<file path="config.mk">
export PLATFORM = sky130hd
export DESIGN_NAME = mdu_iter
export DESIGN_NICKNAME = d
export VERILOG_FILES = /design/src/rtl/mdu_iter.sv
export SDC_FILE = /design/constraint.sdc
export NUM_CORES = 2
export LEC_CHECK = 0
export BUFFER_PORTS_ARGS = -buffer_cell sky130_fd_sc_hd__buf_2
export CAP_MARGIN = 20
export CORE_ASPECT_RATIO = 1.4
export CORE_MARGIN = 2
export CORE_UTILIZATION = 40
export CTS_BUF_LIST = sky130_fd_sc_hd__clkbuf_8
export DETAILED_ROUTE_END_ITERATION = 6
export GPL_ROUTABILITY_DRIVEN = 0
export PLACE_DENSITY = 0.55
export SYNTH_ARGS = -nofsm -noshare
export SYNTH_HDL_FRONTEND = slang
export SYNTH_SLANG_ARGS = --single-unit
</file>
<file path="constraint.sdc">
create_clock -name clk -period 6 [get_ports clk]
set_input_delay 0.6 -clock clk [delete_from_list [all_inputs] [get_ports clk]]
set_output_delay 0.6 -clock clk [all_outputs]
set_load 0.02 [all_outputs]
</file>
<file path="src/rtl/mdu_iter.sv">
// HI/LO multiply/divide unit for the 5-stage MIPS core: a MUL_LAT-stage multiplier pipe and a radix-2 restoring divider.
// Define MDU_MADD_EN to enable MADD/MSUB accumulation; otherwise ops 110/111 complete as one-cycle no-ops.
module mdu_iter #(
  parameter int WIDTH   = 32,
  parameter int MUL_LAT = 3
) (
  input  logic             clk,
  input  logic             rst,
  input  logic             start,
  input  logic [2:0]       op,
  input  logic [WIDTH-1:0] a,
  input  logic [WIDTH-1:0] b,
  input  logic             flush,
  output logic             busy,
  output logic             done,
  output logic [WIDTH-1:0] hi,
  output logic [WIDTH-1:0] lo
);
  localparam int CW = $clog2(WIDTH);

  typedef enum logic [1:0] {IDLE, MUL, DIV, FIX} state_t;
  typedef enum logic [2:0] {
    OP_MULT = 3'b000, OP_MULTU, OP_DIV, OP_DIVU, OP_MTHI, OP_MTLO, OP_MADD, OP_MSUB
  } op_t;

  state_t             state;
  op_t                opc;
  logic               accept;
  logic               is_mul;
  logic               mul_signed;
  logic [2*WIDTH-1:0] ext_a;
  logic [2*WIDTH-1:0] ext_b;
  logic [2*WIDTH-1:0] prod;
  logic [2*WIDTH-1:0] mul_result;
  logic [2*WIDTH-1:0] prod_pipe [MUL_LAT];
  logic [MUL_LAT-1:0] vld_pipe;
`ifdef MDU_MADD_EN
  logic [MUL_LAT-1:0] acc_pipe;
  logic [MUL_LAT-1:0] sub_pipe;
`endif

  // Divider state
  logic [CW-1:0]    cnt;
  logic             div_setup;
  logic             div_signed;
  logic             q_neg;
  logic             r_neg;
  logic             dbz;
  logic [WIDTH-1:0] a_raw;
  logic [WIDTH-1:0] b_raw;
  logic [WIDTH-1:0] dvsr;
  logic [WIDTH-1:0] quo;
  logic [WIDTH-1:0] rem;
  logic [WIDTH-1:0] rem_sh;
  logic [WIDTH-1:0] rem_nx;
  logic             ge;
  logic [WIDTH-1:0] a_abs;
  logic [WIDTH-1:0] b_abs;
  logic [WIDTH-1:0] lo_fix;
  logic [WIDTH-1:0] hi_fix;

  assign opc    = op_t'(op);
  assign accept = start && !flush && (state == IDLE);

`ifdef MDU_MADD_EN
  assign is_mul = (opc == OP_MULT) || (opc == OP_MULTU) || (opc == OP_MADD) || (opc == OP_MSUB);
`else
  assign is_mul = (opc == OP_MULT) || (opc == OP_MULTU);
`endif

  // Sign- or zero-extend to 2*WIDTH so one unsigned multiply gives the correct low half either way.
  assign mul_signed = (opc != OP_MULTU);
  assign ext_a      = {{WIDTH{mul_signed & a[WIDTH-1]}}, a};
  assign ext_b      = {{WIDTH{mul_signed & b[WIDTH-1]}}, b};
  assign prod       = ext_a * ext_b;

  // NOTE: datapath pipe registers carry no reset; only the valid bits gate their use.
  always_ff @(posedge clk) begin
    prod_pipe[0] <= prod;
    for (int i = 1; i < MUL_LAT; i++) prod_pipe[i] <= prod_pipe[i-1];
`ifdef MDU_MADD_EN
    acc_pipe[0] <= (opc == OP_MADD) || (opc == OP_MSUB);
    sub_pipe[0] <= (opc == OP_MSUB);
    for (int i = 1; i < MUL_LAT; i++) begin
      acc_pipe[i] <= acc_pipe[i-1];
      sub_pipe[i] <= sub_pipe[i-1];
    end
`endif
  end

  // NOTE: assigning a default first keeps this always_comb free of latches.
  always_comb begin
    mul_result = prod_pipe[MUL_LAT-1];
`ifdef MDU_MADD_EN
    if (acc_pipe[MUL_LAT-1])
      mul_result = sub_pipe[MUL_LAT-1] ? ({hi, lo} - prod_pipe[MUL_LAT-1])
                                       : ({hi, lo} + prod_pipe[MUL_LAT-1]);
`endif
  end

  // rem < dvsr always holds, so a set rem MSB means the shifted value exceeds any divisor.
  assign rem_sh = {rem[WIDTH-2:0], quo[WIDTH-1]};
  assign ge     = rem[WIDTH-1] | (rem_sh >= dvsr);
  assign rem_nx = ge ? (rem_sh - dvsr) : rem_sh;

  assign a_abs  = (div_signed && a_raw[WIDTH-1]) ? -a_raw : a_raw;
  assign b_abs  = (div_signed && b_raw[WIDTH-1]) ? -b_raw : b_raw;
  assign lo_fix = dbz ? '1 : (q_neg ? -quo : quo);
  assign hi_fix = dbz ? a_raw : (r_neg ? -rem : rem);

  // NOTE: non-blocking assignments for all sequential state so every register samples pre-edge values.
  always_ff @(posedge clk or negedge rst) begin
    if (!rst) begin
      state      <= IDLE;
      busy       <= 1'b0;
      done       <= 1'b0;
      hi         <= '0;
      lo         <= '0;
      vld_pipe   <= '0;
      cnt        <= '0;
      div_setup  <= 1'b0;
      div_signed <= 1'b0;
      q_neg      <= 1'b0;
      r_neg      <= 1'b0;
      dbz        <= 1'b0;
      a_raw      <= '0;
      b_raw      <= '0;
      dvsr       <= '0;
      quo        <= '0;
      rem        <= '0;
    end else begin
      done <= 1'b0;

      vld_pipe[0] <= accept && is_mul;
      for (int i = 1; i < MUL_LAT; i++) vld_pipe[i] <= vld_pipe[i-1];

      if (flush && busy) begin
        // Cancel: nothing reaches HI/LO and no done pulse is produced.
        state     <= IDLE;
        busy      <= 1'b0;
        div_setup <= 1'b0;
        cnt       <= '0;
        vld_pipe  <= '0;
      end else begin
        unique case (state)
          IDLE: begin
            if (accept) begin
              unique case (opc)
                OP_MULT, OP_MULTU: begin
                  state <= MUL;
                  busy  <= 1'b1;
                end
                OP_DIV, OP_DIVU: begin
                  state      <= DIV;
                  busy       <= 1'b1;
                  div_setup  <= 1'b1;
                  div_signed <= (opc == OP_DIV);
                  a_raw      <= a;
                  b_raw      <= b;
                  cnt        <= CW'(WIDTH - 1);
                end
                OP_MTHI: begin
                  hi   <= a;
                  done <= 1'b1;
                end
                OP_MTLO: begin
                  lo   <= a;
                  done <= 1'b1;
                end
                default: begin
`ifdef MDU_MADD_EN
                  state <= MUL;
                  busy  <= 1'b1;
`else
                  done  <= 1'b1;
`endif
                end
              endcase
            end
          end
          MUL: begin
            if (vld_pipe[MUL_LAT-1]) begin
              {hi, lo} <= mul_result;
              done     <= 1'b1;
              busy     <= 1'b0;
              state    <= IDLE;
            end
          end
          DIV: begin
            if (div_setup) begin
              div_setup <= 1'b0;
              quo       <= a_abs;
              dvsr      <= b_abs;
              rem       <= '0;
              q_neg     <= div_signed && (a_raw[WIDTH-1] ^ b_raw[WIDTH-1]);
              r_neg     <= div_signed && a_raw[WIDTH-1];
              dbz       <= (b_raw == '0);
            end else begin
              rem <= rem_nx;
              quo <= {quo[WIDTH-2:0], ge};
              if (cnt == '0) state <= FIX;
              else           cnt   <= cnt - 1'b1;
            end
          end
          FIX: begin
            lo    <= lo_fix;
            hi    <= hi_fix;
            done  <= 1'b1;
            busy  <= 1'b0;
            state <= IDLE;
          end
          default: state <= IDLE;
        endcase
      end
    end
  end

endmodule

</file>
Word-level counts from Yosys, hierarchy flattened
Memory sizes are Yosys's and may differ from the RTL's. Cells that the tools add are included. Widths: inputs -> output; s select.

Bits in writable memories: 192. Memories: 1. Input port bits: 71. Register bits after elaboration: 241. Word-level logic and storage cells: 125.

Memory list: prod_pipe (depth 3, width 64, rd ports 3, clocked after memory_dff 0, write ports 3, line 35) `logic [2*WIDTH-1:0] prod_pipe [MUL_LAT];`.

Equality and inequality tests: 21. Add/sub/neg operators: 6. Bitwise logic cells: 5. Mux-type cells: 45. $lt $le $gt $ge: 1. Multiply operators: 1. Reduce and logical (&&, ||, !) cells: 28.

Operator list (count): $mux 32 (15); $pmux 32 s3 (2); $neg 32->32 (4); $mul 33x33->64 (1); $ge 32x32->1 (1); $logic_not 32->1 (1); $sub 32x32->32 (1); $mux 5 (5); $reduce_and 5->1 (4); $ne 3x3->1 const B (4); $mux 1 (11); $mux 2 (5); $pmux 5 s2 (1); $pmux 2 s4 (1); $reduce_and 4->1 (2); $logic_and 1x1->1 (7); $eq 3x2->1 const B (2); $eq 3x3->1 const B (2); $ne 3x1->1 const B (2); $ne 3x2->1 const B (2); $pmux 1 s3 (2); $reduce_and 3->1 (2); $reduce_bool 3->1 (2); $logic_not 5->1 (1); other kinds (22) (27).

Depth between registers and ports, before layout
Depth in word-level cells: 6. Gate-level depth with buffers: 34.

Worst setup path after synthesis
OpenSTA, ideal clock, no wires.

Path kind: input-to-reg. From: in op[2]. To: mem prod_pipe[0][60] (netlist bit). Data required time: 5.928 ns. Stages on the path: 31. Setup slack: -2.447 ns. Arrival: 8.375 ns. Path through: nor2_1 nand2_1 clkbuf_1 and2_1 clkbuf_1 nand2_1 inv_1 fa_1 fa_1 fa_1 inv_1 fa_1 inv_1 fa_1 fa_1 inv_1 fa_1 fa_1 inv_1 ha_1 nand2_1 nand2b_1 a21oi_1 o211ai_1 nor2b_1 nand3_1 o21ai_0 a21oi_1 o31a_1 nor2_1 xnor2_1.

RTL lines: from (decl) (line 10) `input logic [2:0] op,`; to (decl) (line 35).

==> out/summary.txt <==
count of final hold-check violations: 0
ranking of synthesized cells by area: fa_1 (40%), dfrtp_1 (11%), inv_1 (7.9%)
Yosys top cell area share: 0.3973
post-route clock period utilization: 1.239
FF-to-FF path depth: 16
total global-route track usage: 0.2603
Req. time, crit path: 6.56 ns
crit path launch: a[20]
Buffers on Ports: 136
Num Clock Sinks: 433
cell taking the most area after synthesis: fa_1
CTS tree: built
row count: 163
grt ovf: 0
Max Cap Viol: 0
Worst-Skew Late Latency: 0.63 ns
FF+latch count, synth: 433
die height: 449.6 um
Worst setup SP type: primary input
synthesis-to-layout area growth: 20.72%
yosys warns: 0
crit end category: register
Fmax: 0.1345 GHz
commonest cells in the netlist: inv_1 (1,191), fa_1 (1,126), nand2_1 (1,067), clkbuf_1 (343), o21ai_0 (320)
Routed wire per std cell: 21.59 um
Starting Density: 0.4026
Post-synth top flop: dfrtp_1
placed wire-length estimate: 150,100 um
Worst Setup EP: prod_pipe[0][52]
vias in the first global route: 47.49k
deepest clock path buffer count: 3
crit path DAT: 7.99 ns
H-tree levels: 3
fin area: 68,500 um2
DIE AREA: 144,900 um2
clk_skew: 0.04019 ns
Nets: 8,089
Top-Level Pins: 137
Worst-path clk slew: 0.07 ns
Cells after Synth: 6,130
Avg Inst Size Synth: 9.256 um2
wire length of the first global-routing pass: 284,200 um
worst-path fanout max: 8
most frequent cell after synthesis: inv_1
die width: 322.3 um
Post-synth EDFFs: 0
final worst slack: -1.434 ns
failing checks: setup timing
antenna violations before repair: 19
initial DRC count: 2,570
Core ar.: 140,900 um2
DRC Markers: 0
Synth cell types: 70
ANT nets after route: 0
R2R setup slack: 1.70 ns
Worst Tran Pin Value: 1.106 ns
total wire length: 185,700 um
ys async rst share: 0.5566
sequential area share after synthesis: 0.1740
clock root buffer: clkbuf_8
Post-Syn Nets: 7,577
dpl ws: -2.565 ns
FF-to-FF Start: quo[31]
Pins Over Slew Limit: 0
CP Class: in -> reg
setup TNS: -39.78 ns
cts hold-fix bufs: 0
largest net degree at the start of global routing: 150
Worst slew margin: 0.2629
CTS Buf Count: 66
# setup viols final: 47
DRT Pass-1 Iters: 5
placed cell areas: 64,090 um2
outcome: complete, but fails checks
unrepaired setup endpoints after global routing: yes
ratio of cells with drive above 1 in the final layout: 0.1976
worst min path class: in -> async
RR Endpoint: rem[22]
Synth Cell Area: 56,740 um2
Vias/cell: 5.121
routed via count: 44.06k
Final Critical Period: 7.434 ns
-- cell type report --
cell class,instances,area [um2]
sequential,433,9884
multi-input combinational,4148,42790
timing repair buffer,802,7453
fill,13190,72430
tap,1897,2374
clock buffer,83,1142
clock inverter,39,350.3
antenna,9,22.52
inverter,1191,4484
-- per-layer routing --
metal	wire, um	global-route usage	up-vias
met3	9594	0.02706	477
li1	-	-	19580
met1	70450	0.3124	22650
met5	55	0	-
met2	93530	0.4557	1342
met4	12100	0.1412	8
-- through the flow --
stage	instances	util	hold slack [ns]
global placement	8371	0.4548	0.3104
CTS	8562	0.4800	0.01329
global route	8598	0.4860	0.04236
floorplan	6130	-	0.3044
detailed placement	8371	0.4548	0.3121
finish	8602	0.4860	0.001687
-- cell families after synthesis --
group	Yosys count	share of synthesized area
AND/OR/NAND/NOR	1727	0.1379
XOR/XNOR	206	0.03180
AO/OA/AOI/OAI	687	0.07308
flip-flops	433	0.1740
buffers and inverters	1549	0.1026
adder cells (fa/ha/maj)	1376	0.4524
multiplexers	152	0.02823
-- worst max-delay path, cell delays in order --
cell       delay (ns)
buf_6            0.15
buf_6            0.15
nand2_1          0.08
fa_1             0.55
inv_1            0.06
fa_1             0.45
fa_1             0.53
fa_1             0.57
inv_2            0.04
fa_1             0.50
fa_1             0.52
fa_1             0.51
inv_1            0.05
fa_1             0.54
ha_4             0.21
a21o_1           0.18
a221o_1          0.42
a211oi_1         0.32
nor2_1           0.09
o211ai_1         0.16
buf_4            0.21
a2111oi_4        0.10
nor2_4           0.14
o21ai_2          0.09
a31o_4           0.23
or4b_4           0.48
nand3_2          0.07
-- state kept, by name (all words and copies together), names as in the netlist, 2 cells and up --
register and flops:
a_raw 32, b_raw 32, prod_pipe 192, hi 32, lo 32, vld_pipe 3, cnt 5, state 2
quo 32, rem 32, dvsr 32
-- timing repair --
| action | 4_1_cts | 5_1_grt |
|---|---|---|
| pin swaps | 150 | 167 |
| buffers inserted | 72 | 36 |
| endpoints found under the setup margin | 50 | 50 |
| cloned | 6 | 2 |
| gates resized for setup | 339 | 144 |
-- cells in the final DEF, fill, tap and decap left out, types with 76 or more instances in the layout --
| master | count |
|---|---|
| inv_1 | 1160 |
| fa_1 | 1064 |
| nand2_1 | 1036 |
| buf_4 | 514 |
| o21ai_0 | 304 |
| and2_1 | 290 |
| dfrtp_1 | 237 |
| ha_1 | 199 |
| dfxtp_1 | 192 |
| xnor2_1 | 120 |
| nor2_1 | 109 |
| buf_2 | 92 |
| a21oi_1 | 90 |
| mux2i_1 | 88 |
| buf_6 | 87 |
| clkbuf_8 | 83 |
| buf_12 | 80 |
| xor2_1 | 76 |
-- worst min-delay path by stage --
| stage | to | start |
|---|---|---|
| floorplan | a_raw[0] | rst |
| global placement | prod_pipe[0][156] | prod_pipe[0][92] |
| detailed placement | prod_pipe[0][110] | prod_pipe[0][46] |
| CTS | rem[9] | rst |
| global route | rem[8] | rst |
| finish | rem[8] | rst |
Power is not shown: default switching activity piles up to over one toggle a cycle in this logic, so the estimate is an artifact.
